--- src/rtl/seg_display_ctrl.sv ---
// Memory-mapped multiplexed common-anode 7-segment display driver.
// Bus registers DATA/CTRL/STATUS; scan FSM cycles IDLE -> DRIVE -> BLANK per digit.
module seg_display_ctrl #(
  parameter int unsigned NUM_DIGITS   = 8,
  parameter int unsigned SCAN_DIV     = 50000,
  parameter int unsigned BLANK_CYCLES = 500
) (
  input  logic                  clk,
  input  logic                  rstn,
  input  logic [7:0]            addrIn,
  input  logic [7:0]            addrOut,
  input  logic [3:0]            sizeDecode,
  input  logic [31:0]           dataIn,
  output logic [31:0]           dataOut,
  output logic [7:0]            SEG,
  output logic [NUM_DIGITS-1:0] DIG
);

  localparam int unsigned IDX_W   = 3;
  localparam int unsigned CNT_MAX = (SCAN_DIV > BLANK_CYCLES) ? SCAN_DIV : BLANK_CYCLES;
  localparam int unsigned CNT_W   = $clog2(CNT_MAX + 1);

  localparam logic [CNT_W-1:0] DRIVE_LAST = CNT_W'(SCAN_DIV - 1);
  localparam logic [CNT_W-1:0] BLANK_LAST = CNT_W'(BLANK_CYCLES - 1);
  localparam logic [IDX_W-1:0] LAST_IDX   = IDX_W'(NUM_DIGITS - 1);
  localparam logic [16:0]      CTRL_RST   = 17'h1_00FF;

  typedef enum logic [1:0] {
    S_IDLE,
    S_DRIVE,
    S_BLANK
  } state_e;

  logic [31:0]           data_q, data_d;
  logic [16:0]           ctrl_q, ctrl_d;
  logic [31:0]           rdata_q, rdata_d;
  state_e                state_q;
  logic [IDX_W-1:0]      idx_q;
  logic [CNT_W-1:0]      cnt_q;
  logic [7:0]            seg_q;
  logic [NUM_DIGITS-1:0] dig_q;

  logic [IDX_W-1:0]      slot_idx_c;
  logic [7:0]            slot_seg_c;
  logic [NUM_DIGITS-1:0] slot_dig_c;

  function automatic logic [6:0] hex7(input logic [3:0] n);
    case (n)
      4'h0: hex7 = 7'h3F;
      4'h1: hex7 = 7'h06;
      4'h2: hex7 = 7'h5B;
      4'h3: hex7 = 7'h4F;
      4'h4: hex7 = 7'h66;
      4'h5: hex7 = 7'h6D;
      4'h6: hex7 = 7'h7D;
      4'h7: hex7 = 7'h07;
      4'h8: hex7 = 7'h7F;
      4'h9: hex7 = 7'h6F;
      4'hA: hex7 = 7'h77;
      4'hB: hex7 = 7'h7C;
      4'hC: hex7 = 7'h39;
      4'hD: hex7 = 7'h5E;
      4'hE: hex7 = 7'h79;
      default: hex7 = 7'h71;
    endcase
  endfunction

  // Byte-lane merge of bus writes; CTRL keeps only its 17 implemented bits
  always_comb begin
    logic [31:0] ctrl_w;
    data_d = data_q;
    ctrl_w = {15'd0, ctrl_q};
    for (int k = 0; k < 4; k++) begin
      if (sizeDecode[k]) begin
        if (addrIn == 8'd0) data_d[8*k +: 8] = dataIn[8*k +: 8];
        if (addrIn == 8'd1) ctrl_w[8*k +: 8] = dataIn[8*k +: 8];
      end
    end
    ctrl_d = ctrl_w[16:0];
  end

  always_comb begin
    rdata_d = 32'd0;
    case (addrOut)
      8'd0:    rdata_d = data_q;
      8'd1:    rdata_d = {15'd0, ctrl_q};
      8'd2:    rdata_d = {28'd0, state_q == S_BLANK, idx_q};
      default: rdata_d = 32'd0;
    endcase
  end

  // Pattern for the slot about to start; latched only on DRIVE entry
  always_comb begin
    slot_idx_c = '0;
    if (state_q != S_IDLE && idx_q != LAST_IDX) slot_idx_c = idx_q + IDX_W'(1);
    slot_seg_c = ~{ctrl_q[{2'b01, slot_idx_c}], hex7(data_q[{slot_idx_c, 2'b00} +: 4])};
    for (int i = 0; i < int'(NUM_DIGITS); i++) begin
      slot_dig_c[i] = ~(ctrl_q[i] && (slot_idx_c == IDX_W'(i)));
    end
  end

  always_ff @(posedge clk or negedge rstn) begin
    if (!rstn) begin
      data_q  <= 32'd0;
      ctrl_q  <= CTRL_RST;
      rdata_q <= 32'd0;
    end else begin
      data_q  <= data_d;
      ctrl_q  <= ctrl_d;
      rdata_q <= rdata_d;
    end
  end

  // Scan FSM; global enable low forces IDLE from any state
  always_ff @(posedge clk or negedge rstn) begin
    if (!rstn) begin
      state_q <= S_IDLE;
      idx_q   <= '0;
      cnt_q   <= '0;
      seg_q   <= 8'hFF;
      dig_q   <= '1;
    end else if (!ctrl_q[16]) begin
      state_q <= S_IDLE;
      idx_q   <= '0;
      cnt_q   <= '0;
      seg_q   <= 8'hFF;
      dig_q   <= '1;
    end else begin
      case (state_q)
        S_IDLE: begin
          state_q <= S_DRIVE;
          idx_q   <= slot_idx_c;
          cnt_q   <= '0;
          seg_q   <= slot_seg_c;
          dig_q   <= slot_dig_c;
        end
        S_DRIVE: begin
          if (cnt_q == DRIVE_LAST) begin
            state_q <= S_BLANK;
            cnt_q   <= '0;
            seg_q   <= 8'hFF;
            dig_q   <= '1;
          end else begin
            cnt_q <= cnt_q + CNT_W'(1);
          end
        end
        S_BLANK: begin
          if (cnt_q == BLANK_LAST) begin
            state_q <= S_DRIVE;
            idx_q   <= slot_idx_c;
            cnt_q   <= '0;
            seg_q   <= slot_seg_c;
            dig_q   <= slot_dig_c;
          end else begin
            cnt_q <= cnt_q + CNT_W'(1);
          end
        end
        default: begin
          state_q <= S_IDLE;
          idx_q   <= '0;
          cnt_q   <= '0;
          seg_q   <= 8'hFF;
          dig_q   <= '1;
        end
      endcase
    end
  end

  assign dataOut = rdata_q;
  assign SEG     = seg_q;
  assign DIG     = dig_q;

endmodule

--- config.mk ---
export PLATFORM = sky130hd
export DESIGN_NAME = seg_display_ctrl
export DESIGN_NICKNAME = d
export VERILOG_FILES = /design/src/rtl/seg_display_ctrl.sv
export SDC_FILE = /design/constraint.sdc
export NUM_CORES = 1
export LEC_CHECK = 0
export CAP_MARGIN = 20
export CORE_AREA = 2 2 121 123
export CTS_BUF_LIST = sky130_fd_sc_hd__clkbuf_16
export DETAILED_ROUTE_END_ITERATION = 12
export DIE_AREA = 0 0 123 125
export GPL_TIMING_DRIVEN = 0
export RECOVER_POWER = 100
export SYNTH_ARGS = -nofsm -noshare
export SYNTH_HDL_FRONTEND = slang
export SYNTH_SLANG_ARGS = --single-unit
--- constraint.sdc ---
create_clock -name clk -period 3.35 [get_ports clk]
set_input_delay 0.67 -clock clk [delete_from_list [all_inputs] [get_ports clk]]
set_output_delay 0.67 -clock clk [all_outputs]
set_load 0.02 [all_outputs]
==> results of run 1 <==
registers in the layout (all words and copies together) (netlist names):
register,cells
DIG,8
SEG,8
cnt_q,16
ctrl_q,17
dataOut,32
data_q,32
idx_q,3
state_q,2
placed cells by master (no fill, tap or decap), types with 12 or more instances in the layout:
cell type / count
nor2_1: 70
dfstp_2: 25
clkdlybuf4s50_1: 48
dlygate4sd3_1: 51
dfrtp_1: 93
ha_1: 13
mux2_2: 54
and2_0: 12
a21oi_1: 13
inv_1: 19
mux2i_1: 24
clkbuf_16: 17
nand2_1: 25
where the power goes:
| group | internal, mW | leakage [nW] | switching, mW |
|---|---|---|---|
| registers | 1.47 | 1.55 | 0.0282 |
| clock network | 0.904 | 0.271 | 0.600 |
| logic | 0.122 | 1.36 | 0.113 |
| total | 2.49 | 3.18 | 0.741 |
area by class of cell:
class / instances / area, um2
timing repair buffer: 101 / 1030
fill: 1258 / 6990
multi-input combinational: 323 / 2380
clock inverter: 15 / 62.6
tap: 184 / 230
inverter: 12 / 45.0
clock buffer: 17 / 425
sequential: 118 / 2980
buffer: 15 / 66.3
cell families (layout without fill, tap and decap cells):
group | after synthesis | count (layout) | synth area share [%]
AND/OR/NAND/NOR | 162 | 162 | 14.4
buffers and inverters | 27 | 160 | 2.32
XOR/XNOR | 15 | 15 | 2.38
flip-flops | 118 | 118 | 54.1
adder cells (fa/ha/maj) | 13 | 13 | 2.95
AO/OA/AOI/OAI | 55 | 55 | 8.45
multiplexers | 78 | 78 | 15.4
metrics by stage:
step	utilization [%]	instance area, um2	cells	setup WS (ns)
after floorplan	-	5510	468	0.822
after global placement	47.5	6740	752	-2.85
after detailed placement	47.7	6770	753	0.255
after CTS	51.1	7260	785	0.249
after global routing	50.8	7220	785	0.0551
final	50.8	7220	785	0.267
worst register-to-register path, delay by kind of cell, from the launching register on:
kind	cells	cell delay (ns)
flops	1	0.40
simple gates	2	0.35
fa+ha+maj	3	0.76
buf+inv	1	0.15
compound gates	3	1.10
mux	2	0.25
metal layers:
layer / GRT usage [%] / wire length, um
met5: 0 / 0
met4: 7.49 / 323
met3: 5.66 / 799
met2: 29.3 / 6460
met1: 24.4 / 5920
worst paths after layout:
path	to	depth (start not counted)	start
min	cnt_q[0]	1	cnt_q[0]
max reg2reg	SEG[3]	11	idx_q[0]
min in group asynchronous	dataOut[28]	1	rstn
max	SEG[3]	11	idx_q[0]
min reg2reg	cnt_q[0]	1	cnt_q[0]
max in group asynchronous	data_q[0]	1	rstn
==> flow_summary.json, run 1 <==
{
  "power_mw": 3.24,
  "cts_buffer_depth": 2,
  "cts-root-buf": "clkbuf_16",
  "drive_above_1_share_pct": 20.0,
  "setup_violations": 0,
  "leakagePower_nw": 3.18,
  "hold_path_class": "flop to flop",
  "wl_um": 13500,
  "die_w_um": 123,
  "cts_tree": "done",
  "synth_area_mm2": 0.00551,
  "drtAntennaViolNets": 0,
  "status": "complete, but fails checks",
  "path_max_fanout": 8,
  "post-cts-setup-buffers": 0,
  "synth_edf_count": 0,
  "cpMostUsedCell": "ha_1",
  "synth_ff_type": "dfrtp_1",
  "diodes": 0,
  "cts.reportedPaths.clkPinSlew_ns": 0.05,
  "yosysTopAreaCellShare_pct": 42.2,
  "rsz0062_at_grt": "false",
  "grt_first_pass_wirelength_um": 21800,
  "whs_ns": 0.490,
  "grt_pass1_vias": 4125,
  "max_stage_delay_ns": 0.52,
  "cts_inserted_buffers": 17,
  "syn-num-nets": 535,
  "fin_tns_setup_ns": 0,
  "critPathLaunchType": "flop",
  "finalHoldViolations": 0,
  "wl_per_cell_um": 17.2,
  "grt_max_degree": 64,
  "layout_min_cycle_time_ns": 3.08,
  "async_flop_share_pct": 100,
  "synthToLayoutAreaGrowth_pct": 31.0,
  "dr.pass1.iters": 4,
  "drt_iter0_drc": 214,
  "route.vias.total": 3983,
  "io_pins": 102,
  "cts_resized": 0,
  "post-synth-top-count-cell": "dfrtp_1",
  "slew_viol_final": 56,
  "cts_hold_buf": 0,
  "required_ns": 3.70,
  "overflow": 0,
  "nets": 655,
  "dieArea_mm2": 0.0154,
  "ys_seq_area_share_pct": 54.1,
  "power_density_mw_per_mm2": 448,
  "route.detailed.drc": 0,
  "ys_ff_latch": 118,
  "maxSlewHeadroom_pct": -66.9,
  "crit_chain": "ha_1, ha_1, nor2_2, nand2_2, a221o_1, o2bb2ai_1, inv_1, ha_1, mux2i_1, mux2i_1, o22a_1",
  "rows": 44,
  "clock_sinks": 118,
  "netlist_top_cells_area": "dfrtp_1 (42%), dfstp_2 (12%), mux2_2 (11%)",
  "ys_top_cells_by_count": "dfrtp_1 (93), nor2_1 (70), mux2_2 (54)",
  "period_share_pct": 92.0,
  "chipHeight_um": 125,
  "regToRegSetupSlack_ns": 0.27,
  "cpMaxStageDelayCell": "o2bb2ai_1",
  "grtUsageTotal_pct": 18.8,
  "initial_core_util_pct": 38.8,
  "endpoint_kind": "flop",
  "fin_worst_skew_ns": 0.00620,
  "cp.buffers_inverters": 1,
  "synth_cells": 468,
  "htree_levels": 4,
  "fmaxAchievable_mhz": 324,
  "ir_worst_vdd_mv": 0.324,
  "dp_hpwl_um": 9880,
  "place.gp.congestion": 0.850,
  "yosysWarnings": 0,
  "maxCapViolCount": 1,
  "worst_pin_slew_ns": 2.50,
  "yosysUniqueCellTypes": 60,
  "clock_latency_ns": 0.42,
  "violations": "max-capacitance violations, max-slew violations",
  "criticalPathCategory": "flop to flop",
  "port_buffers": 100,
  "vias_per_cell": 5.07,
  "antenna_found_initial": 0,
  "core_area_mm2": 0.0142,
  "crit_arrival_ns": 3.43,
  "syn_area_per_cell_um2": 11.8,
  "critPathTopFamily": "compound AO/OA/AOI/OAI gates",
  "synth_area_leader_cell": "dfrtp_1"
}
Power figures use the tool's default switching activity.
==> run 2, diff against run 1 <==
Settings changed: ABC_AREA set to 1, CORE_AREA 2 2 121 123 to 3 3 123 125, DIE_AREA 0 0 123 125 to 0 0 126 128, HOLD_SLACK_MARGIN set to 0.12.
==> run 2 against run 1 <==
Net effect: the flow now finishes without violations; sequential share of layout area decreased by 1.0 points; maximum frequency increased by 5.3%; via count increased by 21%; clock power increased by 12%; core utilization increased by 2.1 points; die area increased by 4.9%; area after synthesis increased by 2.3%; clock skew increased by 0.0030 ns; sequential cell count unchanged; hold slack got worse by 0.037 ns.
==> flow_summary.json, run 2 <==
{
  "yosysUniqueCellTypes": 42,
  "synth_ff_type": "dfrtp_1",
  "path_max_fanout": 10,
  "hold_depth": 1,
  "dp_hpwl_um": 11200,
  "grt_pass1_vias": 4909,
  "cts_tree": "done",
  "synth_edf_count": 0,
  "wl_um": 14800,
  "layout_min_cycle_time_ns": 2.93,
  "post-route-cell-area_mm2": 0.00740,
  "synth_fa_ha_area_share_pct": 2.88,
  "final_cell_mix": "nand2_1 (136), nor2_1 (109), inv_1 (93), dfrtp_1 (93), dlygate4sd3_1 (51)",
  "r2r.worst_path.cells": 19,
  "place.gp.congestion": 0.910,
  "synth.mux.area_fraction_pct": 0,
  "setup_violations": 0,
  "finalWorstSetupSlack_ns": 0.421,
  "grt_first_pass_wirelength_um": 25000,
  "synth_cells": 669,
  "cts.reportedPaths.clkPinSlew_ns": 0.05,
  "max_stage_delay_ns": 0.46,
  "placed_cells": 952,
  "slew_viol_final": 0,
  "cts-root-buf": "clkbuf_16",
  "route.vias.total": 4816,
  "critPathLaunchType": "flop",
  "crit_chain": "ha_1, ha_1, nor2_4, buf_6, nand3_2, inv_1, nand2_1, nand2_1, nor2_1, nand2_1, nand2_1, inv_1, ha_1, inv_1, nand3_1, nand2_1, nor2_1, nor2_1, nor2_1",
  "instances_no_fill": 985,
  "synthXorXnorAreaFrac_pct": 1.24,
  "ys_seq_area_share_pct": 52.9,
  "worst_pin_slew_ns": 1.49,
  "post-synth-top-count-cell": "nand2_1",
  "cpMaxStageDelayCell": "dfrtp_1",
  "status": "complete, no violations",
  "synthSimpleGateAreaFrac_pct": 25.8,
  "drive_above_1_share_pct": 10.4,
  "endpoint_kind": "flop",
  "nets": 859,
  "criticalPathCategory": "flop to flop",
  "finalHoldViolations": 0,
  "dieArea_mm2": 0.0161,
  "required_ns": 3.70,
  "leakagePower_nw": 3.49,
  "post-cts-setup-buffers": 0,
  "crit_end": "SEG[6]",
  "post-place-ws_ns": 0.434,
  "synth_compound_area_share_pct": 9.09,
  "die_w_um": 126,
  "ys_ff_latch": 118,
  "synth_area_leader_cell": "dfrtp_1",
  "port_buffers": 101,
  "rsz0062_at_grt": "false",
  "cts_buffer_depth": 2,
  "fmaxAchievable_mhz": 341,
  "dr.pass1.iters": 5,
  "hold_path_class": "flop to flop",
  "yosysTopAreaCellShare_pct": 41.3,
  "htree_levels": 4,
  "overflow": 0,
  "grt_max_degree": 94,
  "wl_per_cell_um": 15.0,
  "power_mw": 3.48,
  "vias_per_cell": 4.89,
  "synthToLayoutAreaGrowth_pct": 31.2,
  "syn_area_per_cell_um2": 8.43,
  "yosysWarnings": 0,
  "chipHeight_um": 128,
  "drtAntennaViolNets": 0,
  "regToRegSetupSlack_ns": 0.42,
  "power_density_mw_per_mm2": 470,
  "cts_inserted_buffers": 17,
  "netlist_top_cells_area": "dfrtp_1 (41%), dfstp_2 (12%), nand2_1 (8.9%)",
  "ir_worst_vdd_mv": 0.337,
  "r2r-end": "SEG[6]",
  "rows": 43,
  "ys_top_cells_by_count": "nand2_1 (133), nor2_1 (108), dfrtp_1 (93)",
  "antenna_found_initial": 0,
  "fin_worst_skew_ns": 0.00917,
  "synth_top_family_by_area": "simple AND/OR/NAND/NOR gates",
  "async_flop_share_pct": 100,
  "crit_start": "idx_q[0]",
  "initial_core_util_pct": 40.3,
  "maxCapViolCount": 0,
  "crit_arrival_ns": 3.27,
  "maxSlewHeadroom_pct": 0.382,
  "clock_latency_ns": 0.42,
  "diodes": 0,
  "synth_area_mm2": 0.00564,
  "drt_iter0_drc": 449,
  "period_share_pct": 87.4,
  "final_common_cell": "nand2_1",
  "core_area_mm2": 0.0140,
  "io_pins": 102,
  "route.detailed.drc": 0,
  "postPlaceCellArea_mm2": 0.00691,
  "reg2reg_from": "idx_q[0]",
  "clock_sinks": 118,
  "syn-num-nets": 736,
  "grtUsageTotal_pct": 19.6,
  "cpMostUsedCell": "nand2_1"
}
run 2: cell count changes in the layout (fill, tap and decap cells not counted), moves of 7 or more:
cell,change
a21oi_1,+13
nor2_1,+39
mux2i_1,-24
nand2_1,+111
o21ai_0,+45
mux2_2,-54
nor2b_1,-7
and2_0,-12
nand3_1,+28
inv_1,+74
run 2: cells by family after synthesis:
family,Yosys count
AO/OA/AOI/OAI,94
XOR/XNOR,8
adder cells (fa/ha/maj),13
buffers and inverters,112
flip-flops,118
AND/OR/NAND/NOR,324
run 2: final cells by class:
cell class | count | area [um2]
inverter | 98 | 370
tap | 180 | 225
clock inverter | 15 | 124
clock buffer | 17 | 425
multi-input combinational | 439 | 2160
buffer | 14 | 68.8
sequential | 118 | 2980
fill | 1364 | 6590
timing repair buffer | 104 | 1050
run 2: worst min-delay path by stage:
stage,start,end,slack [ns]
2_1_floorplan,rstn,cnt_q[0],0.37
3_3_place_gp,cnt_q[0],cnt_q[0],0.45
3_5_place_dp,cnt_q[0],cnt_q[0],0.45
4_1_cts,cnt_q[0],cnt_q[0],0.46
5_1_grt,cnt_q[0],cnt_q[0],0.49
6_report,cnt_q[0],cnt_q[0],0.45
run 2: report_power, final:
part	internal, mW	switching [mW]	leakage (nW)
Combinational	0.126	0.169	1.73
Clock	1.07	0.614	0.284
Sequential	1.48	0.0262	1.48
run 2: stage by stage:
stage	TNS [ns]	hold slack [ns]	util, %
after floorplan	0	0.374	-
after global placement	-301.47	0.446	49.2
after detailed placement	0	0.450	49.4
after CTS	0	0.456	53.4
final	0	0.453	52.9
after global routing	0	0.494	52.9
run 2: repair_timing:
action / CTS / global route
hold buffers: 1 / 0
gates resized for setup: 0 / 0
hold endpoints to repair: 10 / 0
run 2: metal layers:
| layer | up-vias | part of all wire [%] | wire length (um) | track usage, % |
|---|---|---|---|---|
| li1 | 2362 | - | - | - |
| met5 | - | 0 | 0 | 0 |
| met2 | 143 | 48 | 7090 | 31.5 |
| met3 | 26 | 6.0 | 885 | 5.67 |
| met1 | 2285 | 45 | 6590 | 25.9 |
| met4 | 0 | 1.6 | 233 | 5.80 |
run 2: critical path, delay by kind of cell, from the launching register on:
kind	cells	cell delay, ns
adders and majority gates	3	0.63
DFF	1	0.46
buffers and inverters	4	0.63
and+or+nand+nor	12	1.14
==> run 3, diff against run 2 <==
Settings changed: CORE_AREA 3 3 123 125 to 3 3 158 98, DIE_AREA 0 0 126 128 to 0 0 161 101.
==> run 3 against run 2 <==
Net effect: the flow now finishes with violations (max-capacitance violations, max-slew violations); cell area rose by 0.71%; via count grew 0.81%; routed wire length rose by 5.0%; cell count grew 1.7%; register-to-register slack worse by 0.08 ns; critical path type is now input port to flop; largest power group unchanged.
==> flow_summary.json, run 3 (synthesis results as in run 2) <==
{
  "grt_pass1_vias": 4933,
  "period_share_pct": 93.8,
  "final_common_cell": "nand2_1",
  "path_max_fanout": 10,
  "initial_core_util_pct": 39.5,
  "whs_ns": 0.462,
  "power_density_mw_per_mm2": 485,
  "required_ns": 3.66,
  "vias_per_cell": 4.85,
  "drtAntennaViolNets": 0,
  "ir_worst_vdd_mv": 0.254,
  "hold_path_class": "flop to flop",
  "fmaxAchievable_mhz": 318,
  "port_buffers": 101,
  "instances_no_fill": 1002,
  "chipHeight_um": 101,
  "crit_chain": "dlygate4sd3_1, or3_1, nor3b_1, nand2_1, clkbuf_1, o21ai_0",
  "nets": 858,
  "overflow": 0,
  "htree_levels": 4,
  "min_from": "cnt_q[0]",
  "wl_um": 15500,
  "cts_tree": "done",
  "slew_viol_final": 49,
  "drive_above_1_share_pct": 10.7,
  "io_pins": 102,
  "num-fill-cells": 1367,
  "post-cts-setup-buffers": 0,
  "endpoint_kind": "flop",
  "grt_max_degree": 71,
  "final_cell_mix": "nand2_1 (136), nor2_1 (109), dfrtp_1 (93)",
  "fin_worst_skew_ns": 0.00621,
  "setup_violations": 0,
  "fin_tns_setup_ns": 0,
  "place.gp.congestion": 0.879,
  "grtUsageTotal_pct": 20.4,
  "cts-root-buf": "clkbuf_16",
  "cpMaxStageDelayCell": "nor3b_1",
  "wl_per_cell_um": 15.5,
  "rsz0062_at_grt": "false",
  "status": "complete, but fails checks",
  "clock_latency_ns": 0.41,
  "grt_first_pass_wirelength_um": 25600,
  "cts_resized": 0,
  "cts_inserted_buffers": 17,
  "reg2reg_from": "idx_q[0]",
  "layout_min_cycle_time_ns": 3.14,
  "cp.buffers_inverters": 2,
  "synthToLayoutAreaGrowth_pct": 32.1,
  "drt_iter0_drc": 430,
  "critPathLaunchType": "input port",
  "cts_buffer_depth": 2,
  "dieArea_mm2": 0.0163,
  "dp_hpwl_um": 11700,
  "cts_hold_buf": 0,
  "worst_pin_slew_ns": 2.72,
  "crit_start": "addrIn[1]",
  "antenna_found_initial": 0,
  "core_area_mm2": 0.0143,
  "maxCapViolCount": 1,
  "crit_arrival_ns": 3.45,
  "critPathTopFamily": "simple AND/OR/NAND/NOR gates",
  "dr.pass1.iters": 5,
  "cts.reportedPaths.clkPinSlew_ns": 0.05,
  "die_w_um": 161,
  "max_stage_delay_ns": 0.83,
  "finalHoldViolations": 0,
  "diodes": 0,
  "placed_cells": 970,
  "leakagePower_nw": 3.49,
  "route.vias.total": 4855,
  "maxSlewHeadroom_pct": -81.4,
  "clock_sinks": 118,
  "rows": 34,
  "route.detailed.drc": 0,
  "violations": "max-capacitance violations, max-slew violations",
  "criticalPathCategory": "input port to flop"
}
## run 3: power by group
group / internal [mW] / total (mW) / switching, mW
Clock: 1.16 / 1.81 / 0.653
Combinational: 0.125 / 0.301 / 0.176
Sequential: 1.48 / 1.50 / 0.0269
## run 3: per-layer routing
metal	vias up	GRT usage, %	part of all wire (%)
li1	2360	-	-
met3	12	6.53	6.9
met2	169	29.5	42
met1	2314	29.2	50
met4	0	5.82	0.99
met5	-	0	0
## run 3: layout make-up
type                       instances  area (um2)  area share (%)
clock inverter                    15         164            2.20
clock buffer                      17         425            5.71
buffer                            14        68.8           0.923
tap                              198         248            3.32
multi-input combinational        439        2160            28.9
inverter                          98         370            4.97
sequential                       118        2980            40.0
timing repair buffer             103        1040            13.9
## run 3: through the flow
step / cell area, um2 / utilization [%] / setup WS (ns) / power, mW
2_1_floorplan: 5640 / - / 1.01 / 1.67
3_3_place_gp: 6900 / 48.3 / -2.82 / 1.82
3_5_place_dp: 6930 / 48.5 / 0.392 / 1.84
4_1_cts: 7520 / 52.6 / 0.382 / 3.65
5_1_grt: 7450 / 52.1 / 0.0967 / 3.75
6_report: 7450 / 52.1 / 0.207 / 3.61
## run 3: path summary, 6_finish.rpt
kind	endpoint	slack, ns	cells past startpoint
setup / recovery	ctrl_q[1]	0.21	6
hold / removal	cnt_q[0]	0.46	1
setup reg to reg	SEG[6]	0.34	19
hold reg to reg	cnt_q[0]	0.46	1
max in group asynchronous	data_q[0]	0.68	1
min in group asynchronous	dataOut[31]	1.12	1
